`src/rtl/uart_rx_fifo.sv`:
```
// uart_rx_fifo: receive buffer behind a UART receiver.
//   Stores error-free bytes in a synchronous FIFO, counts parity/stop-bit
//   error pulses with saturating counters and flags dropped bytes.
// Ports:
//   clk, rst            single clock, synchronous active-high reset
//   rx_data, rx_valid   byte from receiver, one-cycle good-frame pulse
//   rx_par_err          one-cycle parity error pulse
//   rx_stp_err          one-cycle stop-bit error pulse
//   rd_en               host pop request
//   clr_err             clears overrun and both error counters
//   rd_data, rd_valid   registered popped byte and its one-cycle strobe
//   empty, full, level  occupancy decodes and occupancy count 0..DEPTH
//   overrun             sticky: a good byte was dropped while full
//   par_err_cnt         saturating parity error count
//   stp_err_cnt         saturating stop-bit error count
module uart_rx_fifo #(
    parameter int DATA_WIDTH = 8,
    parameter int DEPTH      = 16,
    parameter int ADDR_WIDTH = 4,
    parameter int CNT_WIDTH  = 8
) (
    input  logic                  clk,
    input  logic                  rst,
    input  logic [DATA_WIDTH-1:0] rx_data,
    input  logic                  rx_valid,
    input  logic                  rx_par_err,
    input  logic                  rx_stp_err,
    input  logic                  rd_en,
    input  logic                  clr_err,
    output logic [DATA_WIDTH-1:0] rd_data,
    output logic                  rd_valid,
    output logic                  empty,
    output logic                  full,
    output logic [ADDR_WIDTH:0]   level,
    output logic                  overrun,
    output logic [CNT_WIDTH-1:0]  par_err_cnt,
    output logic [CNT_WIDTH-1:0]  stp_err_cnt
);
    logic [DATA_WIDTH-1:0] mem_q [DEPTH];
    logic [ADDR_WIDTH-1:0] wptr_q, wptr_d, rptr_q, rptr_d;
    logic [ADDR_WIDTH:0]   level_q, level_d;
    logic [DATA_WIDTH-1:0] rd_data_q, rd_data_d;
    logic                  rd_valid_q, rd_valid_d;
    logic                  overrun_q, overrun_d;
    logic [CNT_WIDTH-1:0]  par_q, par_d, stp_q, stp_d;
    logic                  good, pop, push;

    assign empty = level_q == '0;
    assign full  = level_q == (ADDR_WIDTH+1)'(DEPTH);

    always_comb begin
        // a frame flagged with any error never reaches the FIFO
        good       = rx_valid && !rx_par_err && !rx_stp_err;
        pop        = rd_en && !empty;
        // a full FIFO still accepts a byte when a pop frees a slot this cycle
        push       = good && (!full || pop);
        wptr_d     = push ? wptr_q + 1'b1 : wptr_q;
        rptr_d     = pop ? rptr_q + 1'b1 : rptr_q;
        level_d    = (push && !pop) ? level_q + 1'b1 :
                     (pop && !push) ? level_q - 1'b1 : level_q;
        rd_data_d  = pop ? mem_q[rptr_q] : rd_data_q;
        rd_valid_d = pop;
        // set wins over clear so a drop in the clearing cycle is not lost
        overrun_d  = (good && full && !rd_en) || (overrun_q && !clr_err);
        par_d      = clr_err ? CNT_WIDTH'(rx_par_err) :
                     (rx_par_err && par_q != '1) ? par_q + 1'b1 : par_q;
        stp_d      = clr_err ? CNT_WIDTH'(rx_stp_err) :
                     (rx_stp_err && stp_q != '1) ? stp_q + 1'b1 : stp_q;
    end

    always_ff @(posedge clk) begin
        if (push && !rst) mem_q[wptr_q] <= rx_data;
    end

    always_ff @(posedge clk) begin
        if (rst) begin
            wptr_q     <= '0;
            rptr_q     <= '0;
            level_q    <= '0;
            rd_data_q  <= '0;
            rd_valid_q <= 1'b0;
            overrun_q  <= 1'b0;
            par_q      <= '0;
            stp_q      <= '0;
        end else begin
            wptr_q     <= wptr_d;
            rptr_q     <= rptr_d;
            level_q    <= level_d;
            rd_data_q  <= rd_data_d;
            rd_valid_q <= rd_valid_d;
            overrun_q  <= overrun_d;
            par_q      <= par_d;
            stp_q      <= stp_d;
        end
    end

    assign rd_data     = rd_data_q;
    assign rd_valid    = rd_valid_q;
    assign level       = level_q;
    assign overrun     = overrun_q;
    assign par_err_cnt = par_q;
    assign stp_err_cnt = stp_q;
endmodule

```
`config.mk`:
```
export PLATFORM = sky130hd
export DESIGN_NAME = uart_rx_fifo
export DESIGN_NICKNAME = d
export VERILOG_FILES = /design/src/rtl/uart_rx_fifo.sv
export SDC_FILE = /design/constraint.sdc
export NUM_CORES = 1
export LEC_CHECK = 0
export CAP_MARGIN = 25
export CORE_AREA = 2 2 115 117
export CTS_BUF_LIST = sky130_fd_sc_hd__clkbuf_4
export DETAILED_ROUTE_END_ITERATION = 10
export DIE_AREA = 0 0 117 119
export PLACE_DENSITY = 0.8
export SYNTH_ARGS = -nofsm -noshare
export SYNTH_HDL_FRONTEND = slang
export SYNTH_SLANG_ARGS = --single-unit
```
`constraint.sdc`:
```
create_clock -name clk -period 2.77 [get_ports clk]
set_input_delay 0.554 -clock clk [delete_from_list [all_inputs] [get_ports clk]]
set_output_delay 0.554 -clock clk [all_outputs]
set_load 0.01 [all_outputs]
```
==> out/metrics.yaml, run 1 <==
r2r-start: "level[0]"
cp_data_required_time_ps: 3220
ctsLongestPathBuffers: 2
numCtsBuffers: 17
synth_area_leaders: "edfxtp_1, dfxtp_1, mux2i_1"
min_path_type: "flip-flop to flip-flop"
cts.sinks: 167
grt_max_degree: 57
cts_root_buf: "clkbuf_4"
status: "finished, final reports clean"
slew_headroom_pct: 52.5
seq_area_frac_synth_pct: 67.5
gp_congestion: 0.907
hold_violations: 0
area_delta_synth_final_pct: 16.1
crit_start: "level[0]"
die_x_um: 117
start_util_pct: 53.2
grt_usage_pct: 20.5
period_share_pct: 97.4
ant_nets: 0
dieArea_um2: 13900
wire_per_inst_um: 17.8
synth-seq-cells: 167
ys_top_cells_by_count: "edfxtp_1, mux2i_1, nor2_1"
yosys.area.top_type: "edfxtp_1"
die_y_um: 119
htreeDepth: 4
syn_inst: 487
cts_tree: "yes"
nets: 590
io_buffers: 47
core_um2: 12900
clk_latency_ps: 570
synthArstFlopShare_pct: 0
syn_nets: 515
crit_type: "flip-flop to flip-flop"
total_power_w: 0.00534
peakVddDrop_uv: 325
hold_path_startpoint: "rd_data[7]"
synth_ff_type: "edfxtp_1"
fin_ws_ps: 71.9
synth.most_common_cell: "edfxtp_1"
finalMaxSlewViolations: 0
cap_violations: 0
whs_ps: 504
antenna_found_initial: 0
yosysTopAreaCellShare_pct: 56.1
dr.first_iter.drc_count: 310
grt_pass1_wl_um: 20900
place_area_um2: 7670
fmax_mhz: 371
instances_no_fill: 751
p_leak_nw: 2.56
power_density_nw_per_um2: 672
cp_data_arrival_time_ps: 3150
drive_gt1_share_pct: 14.4
grt_pass1_vias: 4031
dpl.cell_count: 717
crit_path_end_kind: "flip-flop"
vias_per_cell: 5.59
vias: 4198
setup_violations: 0
startpoint_type: "flip-flop"
drcViolationCount: 0
cts.clk_slew.worst_paths_ps: 130
synth_cell_types: 46
antennaDiodeCount: 0
synth_area_um2: 6850
fin_crit_ps: 2700
pre_cts_ws_ps: -349
dp_hpwl_um: 9130
syn_area_per_cell_um2: 14.1
clock_skew_ps: 21.9
overflow: 0
ios: 48
dr.pass1.iters: 5
cts_hold_buf: 0
routed_wl_um: 13400
synth-edff-count: 128
rows: 42
cp_max_fo: 5
yosys_warnings: 0
finalInstanceArea_um2: 7950
tightestPinTransition_ps: 710
metal layers:
| metal | wire (um) | vias up | global-route usage [%] |
|---|---|---|---|
| li1 | - | 1975 | - |
| met1 | 5790 | 2034 | 27.7 |
| met2 | 6330 | 165 | 31.5 |
| met3 | 959 | 24 | 6.21 |
| met4 | 294 | 0 | 7.50 |
| met5 | 0 | - | 0 |
logic make-up (layout without fill, tap and decap cells):
kind of cell	after synthesis	after routing	synth area share (%)
mux	69	69	10.1
fa+ha+maj	13	13	2.48
simple gates	122	122	8.66
xor+xnor	19	19	2.54
flops	167	167	67.5
buf+inv	35	123	2.58
compound gates	62	62	6.12
metrics by stage:
stage                     utilization [%]  TNS, ps
after global placement               59.6     -293
after detailed placement             59.6     -415
after CTS                            61.6        0
after global routing                 61.7    -5.35
final                                61.7        0
after floorplan                         -        0
layout make-up:
| type | count | area (um2) |
|---|---|---|
| Sequential cell | 167 | 4630 |
| Fill cell | 974 | 4920 |
| Tap cell | 176 | 220 |
| Multi-Input combinational cell | 285 | 2060 |
| Clock inverter | 10 | 97.6 |
| Clock buffer | 22 | 165 |
| Timing Repair Buffer | 79 | 723 |
| Inverter | 12 | 46.3 |
path summary, 6_finish.rpt:
| path | end | slack (ps) | cells past startpoint |
|---|---|---|---|
| setup reg to reg | level[4] | 70 | 10 |
| hold / removal | rd_data[7] | 500 | 2 |
| setup / recovery | level[4] | 70 | 10 |
| hold reg to reg | rd_data[7] | 500 | 2 |
registers in the layout, indices dropped and copies added, names as in the netlist:
signal,count
mem_q,128
par_err_cnt,8
rd_data,8
stp_err_cnt,8
level,5
rptr_q,4
wptr_q,4
overrun,1
rd_valid,1
repair_timing:
item	in CTS	in global routing
endpoints found under the setup margin	0	1
buffers inserted	0	2
gates resized for setup	0	1
worst max-delay path, stage by stage (launching register included):
cell and delay [ps]:
dfxtp_4 380, or4_4 550, o21a_4 220, clkinv_2 70, ha_4 130, inv_2 50
ha_1 310, a21o_1 200, a21oi_2 140, mux2i_1 200, mux2_2 340
where the power goes:
part           internal, W  total [W]  switching, W
clock             0.000503    0.00131      0.000808
sequential         0.00279    0.00290      0.000111
combinational     0.000551    0.00112      0.000574
total              0.00385    0.00534       0.00149
layout by cell type (no fill, tap or decap), types with 4 or more instances in the layout:
cell and count:
edfxtp_1 128, mux2i_1 68, nor2_1 58, clkdlybuf4s50_1 47, dfxtp_1 36, o22ai_1 32
buf_4 31, clkbuf_4 22, nand2_1 15, xor2_1 14, nand3_1 12, ha_1 11
inv_1 10, a21oi_1 10, nor4_1 9, a211oi_1 9, nand3b_1 4, xnor2_1 4
nand4_1 4, clkinv_4 4
Power figures use the tool's default switching activity.
==> inputs of run 2 (changes only) <==
--- a/config.mk
+++ b/config.mk
@@ -6,10 +6,11 @@
 export NUM_CORES = 1
 export LEC_CHECK = 0
 export CAP_MARGIN = 25
-export CORE_AREA = 2 2 115 117
+export CORE_AREA = 2 2 111 113
 export CTS_BUF_LIST = sky130_fd_sc_hd__clkbuf_4
 export DETAILED_ROUTE_END_ITERATION = 10
-export DIE_AREA = 0 0 117 119
+export DIE_AREA = 0 0 113 115
+export DONT_BUFFER_PORTS = 1
 export PLACE_DENSITY = 0.8
 export SYNTH_ARGS = -nofsm -noshare
 export SYNTH_HDL_FRONTEND = slang
==> run 2 against run 1 <==
Effect of this change:
- the run now ends with design-rule violations left
- final cell count down 11%
- clock skew down 2.4 ps
- power fell by 5.5%
- sequential share of layout area up 4.3 points
- flip-flop and latch count unchanged
- highest routed layer unchanged
- critical path type unchanged
- fmax increased by 3.5%
- first-iteration DRC count increased by 40%
- critical endpoint unchanged
- global-route usage rose by 0.56 points
==> out/metrics.yaml, run 2 (synthesized netlist as in run 1, its figures left out) <==
cts_root_buf: "clkbuf_4"
die_x_um: 113
largest_reg_flops: 128
r2r_end: "level[4]"
dr.pass1.iters: 8
total_power_w: 0.00505
cp_data_required_time_ps: 3210
crit_start: "level[0]"
crit_path_end_kind: "flip-flop"
hold_violations: 0
ant_nets: 0
overflow: 0
rows: 40
regMostFlops: "mem_q"
clock_skew_ps: 19.4
postCtsSetupBuffers: 0
dieArea_um2: 13000
vias: 3964
cp_max_fo: 5
antenna_found_initial: 0
dp_hpwl_um: 8890
cts.sinks: 167
instances_no_fill: 670
io_buffers: 0
fmax_mhz: 384
r2r-start: "level[0]"
drcViolationCount: 3
antennaDiodeCount: 0
fin_tns_setup_ps: 0
grt_usage_pct: 21.1
dpl.cell_count: 637
clk_latency_ps: 560
cp_data_arrival_time_ps: 3050
whs_endpoint: "par_err_cnt[0]"
setup_violations: 0
numCtsBuffers: 17
nets: 538
start_util_pct: 58.0
routed_wl_um: 13300
core_um2: 11800
r2r_cells: 10
slowest_stage: "or4_4"
startpoint_type: "flip-flop"
whs_ps: 41.7
grt_max_degree: 36
grt_pass1_vias: 3807
min_path_type: "primary input to flip-flop"
hold_path_startpoint: "rst"
wire_per_inst_um: 19.8
dr.first_iter.drc_count: 433
crit_type: "flip-flop to flip-flop"
power_density_nw_per_um2: 682
gp_congestion: 0.823
status: "finished, violations left"
peakVddDrop_uv: 448
cts_tree: "yes"
path_cells: "or4_4 -> o21a_4 -> clkinv_2 -> ha_4 -> inv_2 -> ha_4 -> a21o_1 -> a21oi_2 -> mux2i_1 -> mux2_2"
cap_violations: 0
period_share_pct: 94.1
ios: 48
final_core_util_pct: 62.7
tightestPinTransition_ps: 635
final_cell_mix: "edfxtp_1, mux2i_1, nor2_1"
vias_per_cell: 5.92
max_stage_delay_ps: 530
p_leak_nw: 2.35
area_delta_synth_final_pct: 8.09
hold_depth: 1
ctsLongestPathBuffers: 2
fin_crit_ps: 2610
finalMaxSlewViolations: 0
die_y_um: 115
grt_pass1_wl_um: 20100
crit_path_frequent_cell: "ha_4"
cts.clk_slew.worst_paths_ps: 140
htreeDepth: 4
mostFrequentLayoutCell: "edfxtp_1"
rsz0062_at_grt: "false"
drive_gt1_share_pct: 14.5
violations: "design-rule violations"
slew_headroom_pct: 57.3
r2r_setup_slack_ps: 160
run 2: routing by layer:
layer  vias up  global-route usage (%)  routed length [um]
met4         0                    10.6                 411
li1       1882                       -                   -
met3        33                    5.64                 877
met2       131                    33.1                6390
met5         -                       0                   0
met1      1918                    27.4                5600
run 2: repair_timing:
action / CTS / global route
gates resized for setup: 0 / 1
hold buffers: 1 / 0
hold endpoints to repair: 1 / 0
setup endpoints to repair: 0 / 1
run 2: how the worst max path moves through the flow:
stage                     to  slack [ps]  cells after the start
finish              level[4]         160                     10
global route        level[4]          50                     11
CTS                 level[4]         100                     10
detailed placement  level[4]          70                      9
global placement    level[4]         150                      9
floorplan           level[4]          40                     11
run 2: layout make-up:
| cell class | count | area (um2) |
|---|---|---|
| Timing Repair Buffer | 27 | 218 |
| Clock buffer | 19 | 143 |
| Tap cell | 147 | 184 |
| Multi-Input combinational cell | 285 | 2080 |
| Sequential cell | 167 | 4630 |
| Fill cell | 881 | 4410 |
| Inverter | 12 | 46.3 |
| Clock inverter | 13 | 105 |
run 2: where the power goes:
part / switching (W) / internal [W] / total, W
sequential: 0.000142 / 0.00279 / 0.00293
combinational: 0.000487 / 0.000362 / 0.000850
clock: 0.000806 / 0.000457 / 0.00126
run 2: worst max-delay path: cells and delay by family (launching register included):
family / cells / cell delay (ps)
AOI/OAI and AO/OA: 3 / 550
muxes: 2 / 540
and+or+nand+nor: 1 / 530
adders and majority gates: 2 / 380
DFF: 1 / 340
buffers and inverters: 2 / 160
run 2: through the flow:
| step | worst slack (ps) | cell area, um2 |
|---|---|---|
| after global routing | 45.7 | 7400 |
| after CTS | 96.4 | 7390 |
| after detailed placement | 69.5 | 7130 |
| after floorplan | 36.5 | 6870 |
| after global placement | 145 | 7130 |
| final | 163 | 7400 |
